--- config.mk ---
export PLATFORM = sky130hd
export DESIGN_NAME = rx_phase_sync
export DESIGN_NICKNAME = d
export VERILOG_FILES = /design/src/rtl/rx_phase_sync.sv
export SDC_FILE = /design/constraint.sdc
export NUM_CORES = 1
export LEC_CHECK = 0
export BUFFER_PORTS_ARGS = -buffer_cell sky130_fd_sc_hd__buf_2
export CORE_ASPECT_RATIO = 0.5
export CORE_MARGIN = 1
export CORE_UTILIZATION = 65
export DETAILED_ROUTE_END_ITERATION = 6
export PLACE_DENSITY = 0.82
export SLEW_MARGIN = 15
export SYNTH_ARGS = -nofsm -noshare
export SYNTH_HDL_FRONTEND = slang
export SYNTH_SLANG_ARGS = --single-unit
export TNS_END_PERCENT = 50
--- constraint.sdc ---
create_clock -name clock -period 9.75 [get_ports clock]
set_clock_uncertainty 0.15 [all_clocks]
set_input_delay 1.95 -clock clock [delete_from_list [all_inputs] [get_ports clock]]
set_output_delay 1.95 -clock clock [all_outputs]
set_load 0.05 [all_outputs]
--- src/rtl/rx_phase_sync.sv ---
`timescale 1ns/1ps
// rx_phase_sync: receive-side timing recovery for the PRBS9+BPSK+RC link.
// Accumulates |sample| per sampling phase over a 2^NWIN_LOG2-symbol window,
// picks the highest-energy phase, and slices the sign at that phase to emit
// one decided bit per symbol, qualified by a lock flag.
// Optional build macro RX_PHASE_FREEZE_EN: once locked, evaluations stop and
// o_phase/o_locked hold until i_enable falls or reset.
//
// Output protocol: o_bit_valid is a one-clock strobe with no back-pressure;
// o_bit is meaningful only in the clock where o_bit_valid=1, and downstream
// must qualify bits with o_locked. The FSM state is visible as state_q.
module rx_phase_sync #(
  parameter int NB        = 8,
  parameter int OS        = 4,
  parameter int NB_PHASE  = 2,
  parameter int NWIN_LOG2 = 6
) (
  input  logic                 clock,
  input  logic                 reset,
  input  logic                 i_enable,
  input  logic signed [NB-1:0] i_sample,
  output logic                 o_bit,
  output logic                 o_bit_valid,
  output logic [NB_PHASE-1:0]  o_phase,
  output logic                 o_locked
);

  localparam int NB_ACC = NB + NWIN_LOG2;
  localparam logic [NB_PHASE-1:0] PH_LAST = NB_PHASE'(OS - 1);

  typedef enum logic [1:0] {
    ST_IDLE  = 2'd0,
    ST_ACQ   = 2'd1,
    ST_EVAL  = 2'd2,
    ST_TRACK = 2'd3
  } state_t;

  state_t state_q, state_d;

  logic [NB_PHASE-1:0]  ph_cnt_q, ph_cnt_d;
  logic [NWIN_LOG2-1:0] sym_cnt_q, sym_cnt_d;
  logic [NB_ACC-1:0]    acc_q [OS];
  logic [NB_ACC-1:0]    acc_d [OS];
  logic [NB_ACC-1:0]    acc_sum [OS];
  logic [NB_ACC-1:0]    shadow_q [OS];
  logic [NB_ACC-1:0]    shadow_d [OS];
  logic [NB_PHASE-1:0]  eval_idx_q, eval_idx_d;
  logic [NB_ACC-1:0]    best_val_q, best_val_d;
  logic [NB_PHASE-1:0]  best_idx_q, best_idx_d;
  logic                 upd_q, upd_d;
  logic [NB_PHASE-1:0]  prev_q, prev_d;
  logic                 prev_valid_q, prev_valid_d;
  logic [NB_PHASE-1:0]  o_phase_q, o_phase_d;
  logic                 o_locked_q, o_locked_d;
  logic                 o_bit_q, o_bit_d;
  logic                 o_bit_valid_q, o_bit_valid_d;

  logic [NB-1:0] sample_u;
  logic [NB-1:0] mag;
  logic          ph_last;
  logic          win_end;
  logic          frozen;

  // Magnitude of the incoming sample; the most negative code maps to 2^(NB-1).
  always_comb begin
    sample_u = i_sample;
    mag      = sample_u[NB-1] ? ((~sample_u) + NB'(1)) : sample_u;
  end

  // Window boundary detection and freeze qualification.
  always_comb begin
    ph_last = (ph_cnt_q == PH_LAST);
    win_end = i_enable && ph_last && (&sym_cnt_q);
`ifdef RX_PHASE_FREEZE_EN
    frozen  = o_locked_q;
`else
    frozen  = 1'b0;
`endif
  end

  // Per-phase running sum including this clock's sample.
  always_comb begin
    for (int p = 0; p < OS; p++) begin
      acc_sum[p] = acc_q[p] + ((NB_PHASE'(p) == ph_cnt_q) ? NB_ACC'(mag) : '0);
    end
  end

  // FSM state register.
  always_ff @(posedge clock or posedge reset) begin
    if (reset) state_q <= ST_IDLE;
    else       state_q <= state_d;
  end

  // FSM next state; a low enable wins over everything, including window end.
  always_comb begin
    state_d = state_q;
    if (!i_enable) begin
      state_d = ST_IDLE;
    end else begin
      case (state_q)
        ST_IDLE:  state_d = ST_ACQ;
        ST_ACQ:   if (win_end) state_d = ST_EVAL;
        ST_EVAL:  if (eval_idx_q == PH_LAST) state_d = ST_TRACK;
        ST_TRACK: if (win_end && !frozen) state_d = ST_EVAL;
        default:  state_d = ST_IDLE;
      endcase
    end
  end

  // FSM outputs and datapath: counters, accumulators, argmax scan, slicer.
  always_comb begin
    ph_cnt_d      = ph_cnt_q;
    sym_cnt_d     = sym_cnt_q;
    for (int p = 0; p < OS; p++) begin
      acc_d[p]    = acc_q[p];
      shadow_d[p] = shadow_q[p];
    end
    eval_idx_d    = eval_idx_q;
    best_val_d    = best_val_q;
    best_idx_d    = best_idx_q;
    upd_d         = 1'b0;
    prev_d        = prev_q;
    prev_valid_d  = prev_valid_q;
    o_phase_d     = o_phase_q;
    o_locked_d    = o_locked_q;
    o_bit_d       = o_bit_q;
    o_bit_valid_d = 1'b0;

    if (!i_enable) begin
      // Going idle: drop all evidence and lock, but keep the last phase.
      ph_cnt_d     = '0;
      sym_cnt_d    = '0;
      for (int p = 0; p < OS; p++) begin
        acc_d[p]    = '0;
        shadow_d[p] = '0;
      end
      eval_idx_d   = '0;
      prev_d       = '0;
      prev_valid_d = 1'b0;
      o_locked_d   = 1'b0;
    end else begin
      ph_cnt_d = ph_last ? '0 : (ph_cnt_q + NB_PHASE'(1));
      if (ph_last) sym_cnt_d = sym_cnt_q + NWIN_LOG2'(1);

      // At window end the completed sums move to shadow and the next window
      // starts empty with the following sample.
      for (int p = 0; p < OS; p++) begin
        if (win_end) begin
          shadow_d[p] = acc_sum[p];
          acc_d[p]    = '0;
        end else begin
          acc_d[p]    = acc_sum[p];
        end
      end

      if (ph_cnt_q == o_phase_q) begin
        o_bit_valid_d = 1'b1;
        o_bit_d       = i_sample[NB-1];
      end

      // One shadow entry per clock; strict compare keeps the lowest index on ties.
      if (state_q == ST_EVAL) begin
        if ((eval_idx_q == '0) || (shadow_q[eval_idx_q] > best_val_q)) begin
          best_val_d = shadow_q[eval_idx_q];
          best_idx_d = eval_idx_q;
        end
        if (eval_idx_q == PH_LAST) begin
          eval_idx_d = '0;
          upd_d      = 1'b1;
        end else begin
          eval_idx_d = eval_idx_q + NB_PHASE'(1);
        end
      end

      if (upd_q) begin
        o_phase_d    = best_idx_q;
        o_locked_d   = prev_valid_q && (best_idx_q == prev_q);
        prev_d       = best_idx_q;
        prev_valid_d = 1'b1;
      end
    end
  end

  // Datapath registers.
  always_ff @(posedge clock or posedge reset) begin
    if (reset) begin
      ph_cnt_q      <= '0;
      sym_cnt_q     <= '0;
      for (int p = 0; p < OS; p++) begin
        acc_q[p]    <= '0;
        shadow_q[p] <= '0;
      end
      eval_idx_q    <= '0;
      best_val_q    <= '0;
      best_idx_q    <= '0;
      upd_q         <= 1'b0;
      prev_q        <= '0;
      prev_valid_q  <= 1'b0;
      o_phase_q     <= '0;
      o_locked_q    <= 1'b0;
      o_bit_q       <= 1'b0;
      o_bit_valid_q <= 1'b0;
    end else begin
      ph_cnt_q      <= ph_cnt_d;
      sym_cnt_q     <= sym_cnt_d;
      for (int p = 0; p < OS; p++) begin
        acc_q[p]    <= acc_d[p];
        shadow_q[p] <= shadow_d[p];
      end
      eval_idx_q    <= eval_idx_d;
      best_val_q    <= best_val_d;
      best_idx_q    <= best_idx_d;
      upd_q         <= upd_d;
      prev_q        <= prev_d;
      prev_valid_q  <= prev_valid_d;
      o_phase_q     <= o_phase_d;
      o_locked_q    <= o_locked_d;
      o_bit_q       <= o_bit_d;
      o_bit_valid_q <= o_bit_valid_d;
    end
  end

  assign o_bit       = o_bit_q;
  assign o_bit_valid = o_bit_valid_q;
  assign o_phase     = o_phase_q;
  assign o_locked    = o_locked_q;

endmodule

==> results of run 1 <==
[area by class of cell]
class	count	area share (%)
multi-input combinational	678	50.0
sequential	149	38.8
clock buffer	17	4.43
tap	170	2.22
inverter	48	1.93
timing repair buffer	22	1.33
clock inverter	15	1.26
[synth_stat cells, drive strengths merged (10+ instances only)]
master | count | area share, %
nor3 | 18 | 1.0
nand4 | 12 | 0.84
buf | 24 | 1.5
dfrtp | 149 | 42
or3 | 21 | 1.5
a31oi | 10 | 0.94
nand2 | 66 | 2.8
mux2 | 19 | 2.8
o21ai | 65 | 3.7
and2 | 20 | 1.4
inv | 48 | 2.0
mux4 | 14 | 3.5
nand3 | 31 | 1.7
nor2 | 76 | 3.2
ha | 54 | 7.6
nor2b | 29 | 2.0
a211oi | 14 | 1.2
a21oi | 59 | 3.4
and3 | 17 | 1.2
o211ai | 13 | 1.1
xor2 | 27 | 2.7
clkbuf | 20 | 0.84
[cells by family after synthesis]
kind of cell	synth area share, %
xor gates and xnor gates	3.25
AOI/OAI and AO/OA	16.3
muxes	7.38
DFF	41.9
adders and majority gates	8.49
and+or+nand+nor	18.4
buffers and inverters	4.36
[state kept, by name, indices dropped and copies added, names as in the netlist]
signal,flops
upd_q,1
prev_q,2
shadow_q,56
prev_valid_q,1
best_idx_q,2
acc_q,56
o_bit,1
best_val_q,14
o_locked,1
ph_cnt_q,2
eval_idx_q,2
state_q,2
sym_cnt_q,6
o_bit_valid,1
o_phase,2
[worst paths after layout]
| kind | start | slack (ps) | end |
|---|---|---|---|
| max | i_sample[1] | 4600 | shadow_q[11]$_DFFE_PP0P_ |
| min | prev_valid_q$_DFFE_PP0P_ | 350 | prev_valid_q$_DFFE_PP0P_ |
| max reg2reg | eval_idx_q[0]$_DFFE_PP0P_ | 5940 | best_val_q[13]$_DFFE_PP0P_ |
| min reg2reg | prev_valid_q$_DFFE_PP0P_ | 350 | prev_valid_q$_DFFE_PP0P_ |
| max in group asynchronous | reset | 6630 | shadow_q[47]$_DFFE_PP0P_ |
| min in group asynchronous | reset | 1540 | best_val_q[8]$_DFFE_PP0P_ |
[placed cells by master (no fill, tap or decap), drive strengths merged, types with 17 or more instances in the layout]
| cell type | instances |
|---|---|
| xor2 | 27 |
| mux2 | 19 |
| or3 | 21 |
| nor3 | 18 |
| o21ai | 65 |
| nor2b | 29 |
| inv | 53 |
| buf | 22 |
| ha | 54 |
| nand3 | 31 |
| clkbuf | 17 |
| and3 | 17 |
| dfrtp | 149 |
| a21oi | 59 |
| nand2 | 66 |
| nor2 | 76 |
| and2 | 20 |
[power groups by stage]
stage / Clock, mW / Sequential [mW] / Combinational [mW]
final: 0.616 / 0.650 / 0.199
after detailed placement: 0 / 0.661 / 0.196
after global placement: 0 / 0.660 / 0.189
after floorplan: 0 / 0.663 / 0.146
after CTS: 0.621 / 0.649 / 0.198
after global routing: 0.649 / 0.651 / 0.220
[worst reg2reg max path: stages (launching register included)]
cell     delay, ps
dfrtp_1        960
mux4_2         640
ha_1           320
nand3_1        100
nor3_1         280
o31ai_1        170
a31oi_4        650
mux2_2         430
[routing by layer]
metal | GRT usage [%] | up-vias | wire length [µm]
li1 | - | 3301 | -
met1 | 44.9 | 3550 | 9560
met2 | 50.8 | 291 | 9690
met3 | 8.72 | 49 | 2010
met4 | 12.3 | 0 | 503
met5 | 0 | - | 0
==> summary.md, run 1 <==
| Metric | Value |
|---|---|
| Status | `finished clean` |
| Hold-fix buffers, CTS | `0` |
| Largest net degree at the start of global routing | `97` |
| Mapped cell area | `8910 µm²` |
| I/O Buffers | `15` |
| Root Driver | `clkbuf_16` |
| FF+latch area | `3730 µm²` |
| Mapped Cells | `919` |
| Rel. slew slack | `17.9%` |
| Critical path data arrival time | `5260 ps` |
| Fin crit share | `between 50 and 60%` |
| Critical Path RT | `9870 ps` |
| Distinct cells, synth | `70` |
| Placement-stage cell area | `9050 µm²` |
| Design area | `between 9000 and 10,000 µm²` |
| Area grow syn2layout | `7.77%` |
| Type of the most critical hold path | `reg -> reg` |
| Slew @ Worst Pin | `1210 ps` |
| Inst Count DP | `roughly 1,100` |
| DRC viols | `0` |
| Delay-heaviest family, CP | `simple AND/OR/NAND/NOR gates` |
| CTS tree | `built` |
| Post-cts sizing count | `0` |
| CP max stage delay | `1030 ps` |
| Sw frac | `28.9%` |
| H-tree Lvls | `4` |
| Clock Pin Slew Worst Setup and Hold Paths | `70 ps` |
| Worst Path Class, Setup | `in -> reg` |
| Boundary pin count | `16` |
| Antenna violations before repair | `0` |
| Row count | `29` |
| Max-slew violation count | `0` |
| Number of setup buffers added after CTS | `0` |
| Vias in the first global route | `6,957` |
| Cell mode on critical path | `o21ai_0` |
| Critical path's slowest cell | `nor4b_1` |
| Nets | `985` |
| Psw | `424 µW` |
| Final ANT Viol Nets | `0` |
| Finished Layout Cells | `1,099` |
| All-Layer GR Usage | `32.8%` |
| Placeable Area | `13,000 µm²` |
| Remaining global-route overflow | `0` |
| First-pass GRT wire length | `35.5 mm` |
| Type of origin of the critical path | `primary input` |
| CP Buf/Inv Count | `1` |
| DR WL/cell | `19.8 µm` |
| PD cells | `153 nW/µm²` |
| Hold Vio Cnt, Final | `0` |
| Stages on worst setup path | `10` |
| Total CTS buffers | `17` |
| Number of synthesized flops with an enable pin | `0` |
| DP HPWL | `~15 mm` |
| Footprint of the multi-input gates | `4800 µm²` |
| Sequential area share after synthesis | `41.9%` |
| Via count | `7,191` |
| GP Congestion | `0.869` |
| Comb pwr share | `13.6%` |
| Setup TNS Final | `0 ps` |
| Async SR Flop Fraction | `100%` |
| Initial Util | `68.4%` |
| N_diodes | `0` |
| Total die area | `14,200 µm²` |
| Yosys reg bits | `149` |
| Hold path cells | `2` |
| Syn Area/Cell | `9.69 µm²` |
| # fillers | `879` |
| RSZ-0062 raised after global routing | `false` |
| Crit path time final | `5150 ps` |
| Layout cells sized above 1 | `between 10% and 20%` |
| Max-Cap Viols | `0` |
| Hold WS | `350 ps` |
| Worst setup EP type | `flop` |
| Synth Flop Type | `dfrtp_1` |
| Clock buffer depth | `2` |
| Routed WL | `around 22 mm` |
| Worst r2r path cells | `7` |
| Share of total power in the clock network | `42.1%` |
| Leak | `4.37 nW` |
| Part of the power in registers | `44.3%` |
| Via-to-Cell Ratio | `6.54` |
| Mapped Nets | `988` |
| Max FO, Critical Path | `7` |
| Total power | `1.47 mW` |
| Drt pass-1 iters | `5` |
| Final setup fails | `0` |
| Util after Layout | `between 70% and 80%` |
| Clock Latency Late Sink | `about 430 ps` |
| P_int | `1.04 mW` |
| Die height | `84.8 µm` |
| Worst vdd ir | `0.106 mV` |
| Placement Setup Slack | `4280 ps` |
| Syn. warnings | `0` |
| TritonCTS Sinks | `around 150` |
| Post-route setup slack | `between 4000 and 5000 ps` |
| F_max | `0.194 GHz` |
| Die width | `168 µm` |
| DRT iter0 DRCs | `639` |
| CP Cell Sequence | `buf_2 -> or3_1 -> nor4b_1 -> and2_1 -> ha_1 -> o21ai_0 -> o21ai_0 -> o311ai_0 -> a221oi_1 -> a21oi_1` |
Power figures use the tool's default switching activity.
==> run 2, diff against run 1 <==
--- a/config.mk
+++ b/config.mk
@@ -8,9 +8,9 @@
 export BUFFER_PORTS_ARGS = -buffer_cell sky130_fd_sc_hd__buf_2
 export CORE_ASPECT_RATIO = 0.5
 export CORE_MARGIN = 1
-export CORE_UTILIZATION = 65
+export CORE_UTILIZATION = 64
 export DETAILED_ROUTE_END_ITERATION = 6
-export PLACE_DENSITY = 0.82
+export PLACE_DENSITY = 0.81
 export SLEW_MARGIN = 15
 export SYNTH_ARGS = -nofsm -noshare
 export SYNTH_HDL_FRONTEND = slang
==> constraint.sdc (replaced) <==
create_clock -name clock -period 5.09 [get_ports clock]
set_clock_uncertainty 0.15 [all_clocks]
set_input_delay 1.018 -clock clock [delete_from_list [all_inputs] [get_ports clock]]
set_output_delay 1.018 -clock clock [all_outputs]
set_load 0.05 [all_outputs]
==> run 2 against run 1 <==
Effect of this change:
- worst setup slack lost 3600 ps
- clock power grew 96%
- critical path type unchanged
- highest routed layer unchanged
- non-clock buffer count grew 1
- routed wire length grew 4.0%
- critical endpoint is now shadow_q[13]$_DFFE_PP0P_
- die area grew 1.5%
- hold slack gained 1.8 ps
- register-to-register slack lost 4700 ps
==> summary.md, run 2 (synthesized netlist as in run 1, its figures left out) <==
| Metric | Value |
|---|---|
| Final ANT Viol Nets | `0 (unchanged)` |
| Antenna violations before repair | `0 (unchanged)` |
| Status | `finished clean` |
| F_max | `about 0.24 GHz` |
| Initial Util | `65.7% (-2.6 points)` |
| Nets | `986 (+0.10%)` |
| GP Congestion | `0.899 (+3.4%)` |
| Die width | `169 µm (+0.77%)` |
| Worst Path Class, Setup | `in -> reg` |
| First-pass GRT wire length | `36.6 mm (+3.1%)` |
| TritonCTS Sinks | `149 (unchanged)` |
| R2R Setup Slk | `1210 ps (-4730 ps)` |
| Hold_sp | `prev_valid_q$_DFFE_PP0P_` |
| Via count | `7,326 (+1.9%)` |
| Setup TNS Final | `0 ps (unchanged)` |
| PD cells | `294 nW/µm² (+93%)` |
| DRT iter0 DRCs | `607 (-5.0%)` |
| DR WL/cell | `20.2 µm (+1.8%)` |
| Leading cell type in the layout, fill and taps excluded | `dfrtp_1` |
| Total power | `2.84 mW (+94%)` |
| Total CTS buffers | `17 (unchanged)` |
| Root Driver | `clkbuf_16` |
| Number of setup buffers added after CTS | `0 (unchanged)` |
| Clock buffer depth | `2 (unchanged)` |
| RSZ-0062 raised after global routing | `false` |
| Fin crit share | `81.0%` |
| DRC viols | `0 (unchanged)` |
| Clock Latency Late Sink | `430 ps (about the same)` |
| Routed WL | `22.6 mm (+4.0%)` |
| Final setup fails | `0 (unchanged)` |
| Type of the most critical hold path | `reg -> reg` |
| Critical path data arrival time | `4270 ps (-990 ps)` |
| Hold Vio Cnt, Final | `0 (unchanged)` |
| Hold WS | `352 ps (+1.81 ps)` |
| All-Layer GR Usage | `33.5% (+0.63 points)` |
| Largest net degree at the start of global routing | `150 (+55%)` |
| Worst setup EP type | `flop` |
| N_diodes | `0 (unchanged)` |
| Row count | `30 (+3.4%)` |
| Die height | `85.4 µm (+0.76%)` |
| Placement Setup Slack | `605 ps (-3680 ps)` |
| Most frequent cells in the layout | `dfrtp_1, nor2_1, nand2_1` |
| Layout cells sized above 1 | `11.1% (+0.096 points)` |
| Vias in the first global route | `7,074 (+1.7%)` |
| Total die area | `14,400 µm² (+1.5%)` |
| FF-to-FF Start | `eval_idx_q[0]$_DFFE_PP0P_` |
| CTS tree | `built` |
| Max FO, Critical Path | `7 (unchanged)` |
| Largest regs | `acc_q x56, shadow_q x56, best_val_q x14` |
| Max-Cap Viols | `0 (unchanged)` |
| Area grow syn2layout | `8.40%` |
| Critical path's slowest cell | `nor4b_1` |
| H-tree Lvls | `4 (unchanged)` |
| Max-slew violation count | `0 (unchanged)` |
| DP HPWL | `15.1 mm (+3.2%)` |
| Via-to-Cell Ratio | `6.53 (-0.21%)` |
| Critical Path RT | `5240 ps (-4630 ps)` |
| CP Cell Sequence | `buf_2 -> or3_1 -> nor4b_1 -> and2_1 -> ha_1 -> o21ai_0 -> o22ai_1 -> a31o_1 -> a211oi_1 -> a21oi_1` |
| Worst vdd ir | `0.160 mV (+52%)` |
| Post-cts sizing count | `0 (unchanged)` |
| CP max stage delay | `950 ps (-80 ps)` |
| Remaining global-route overflow | `0 (unchanged)` |
| Crit path time final | `4120 ps` |
| Worst setup path startpoint | `i_sample[1]` |
| Type of origin of the critical path | `primary input` |
| Placeable Area | `13,600 µm² (+4.0%)` |
| Drt pass-1 iters | `5 (unchanged)` |
| Hold-fix buffers, CTS | `0 (unchanged)` |
| Post-route setup slack | `967 ps (-3640 ps)` |
| Boundary pin count | `16 (unchanged)` |
| Leak | `4.37 nW (+0.17%)` |
| Util after Layout | `71.2% (-2.4 points)` |
| Slew @ Worst Pin | `1280 ps (+66.5 ps)` |
| I/O Buffers | `15 (unchanged)` |
| Rel. slew slack | `14.3% (-3.6 points)` |
| Clock Pin Slew Worst Setup and Hold Paths | `70 ps (about the same)` |
-- run 2: worst max-delay path: cells and delay by family --
family | cells | cell delay, ps
buffers and inverters | 1 | 100
AND/OR/NAND/NOR | 3 | 1610
AO/OA/AOI/OAI | 5 | 1250
adder cells (fa/ha/maj) | 1 | 300
-- run 2: stage by stage --
step                      cells  instance area [µm²]
after floorplan             919                 8910
after CTS                  1122                 9650
after detailed placement   1090                 9100
after global routing       1122                 9650
final                      1122                 9650
after global placement     1090                 9100
-- run 2: report_power, final --
| group | internal, mW | switching [mW] |
|---|---|---|
| clock network | 0.649 | 0.558 |
| logic | 0.138 | 0.252 |
| registers | 1.22 | 0.0205 |
| total | 2.01 | 0.831 |
-- run 2: path summary, 6_finish.rpt --
check | endpoint | cells past startpoint
worst min-delay path | prev_valid_q$_DFFE_PP0P_ | 2
min in group asynchronous | best_val_q[6]$_DFFE_PP0P_ | 3
max in group asynchronous | acc_q[49]$_DFF_PP0_ | 3
worst max register to register | best_val_q[12]$_DFFE_PP0P_ | 8
worst min register to register | prev_valid_q$_DFFE_PP0P_ | 2
worst max-delay path | shadow_q[13]$_DFFE_PP0P_ | 10
-- run 2: final cells by class --
class	count	area (µm²)
tap	192	240
inverter	48	184
clock inverter	14	118
clock buffer	18	439
multi-input combinational	678	4800
timing repair buffer	23	148
fill	973	3900
sequential	149	3730
-- run 2: layer usage --
layer / GRT usage [%] / vias to the layer above / part of all wire [%]
met1: 45.6 / 3632 / 43
met5: 0 / - / 0
met2: 51.2 / 340 / 45
met3: 10.8 / 45 / 10
met4: 10.8 / 0 / 2.1
li1: - / 3309 / -
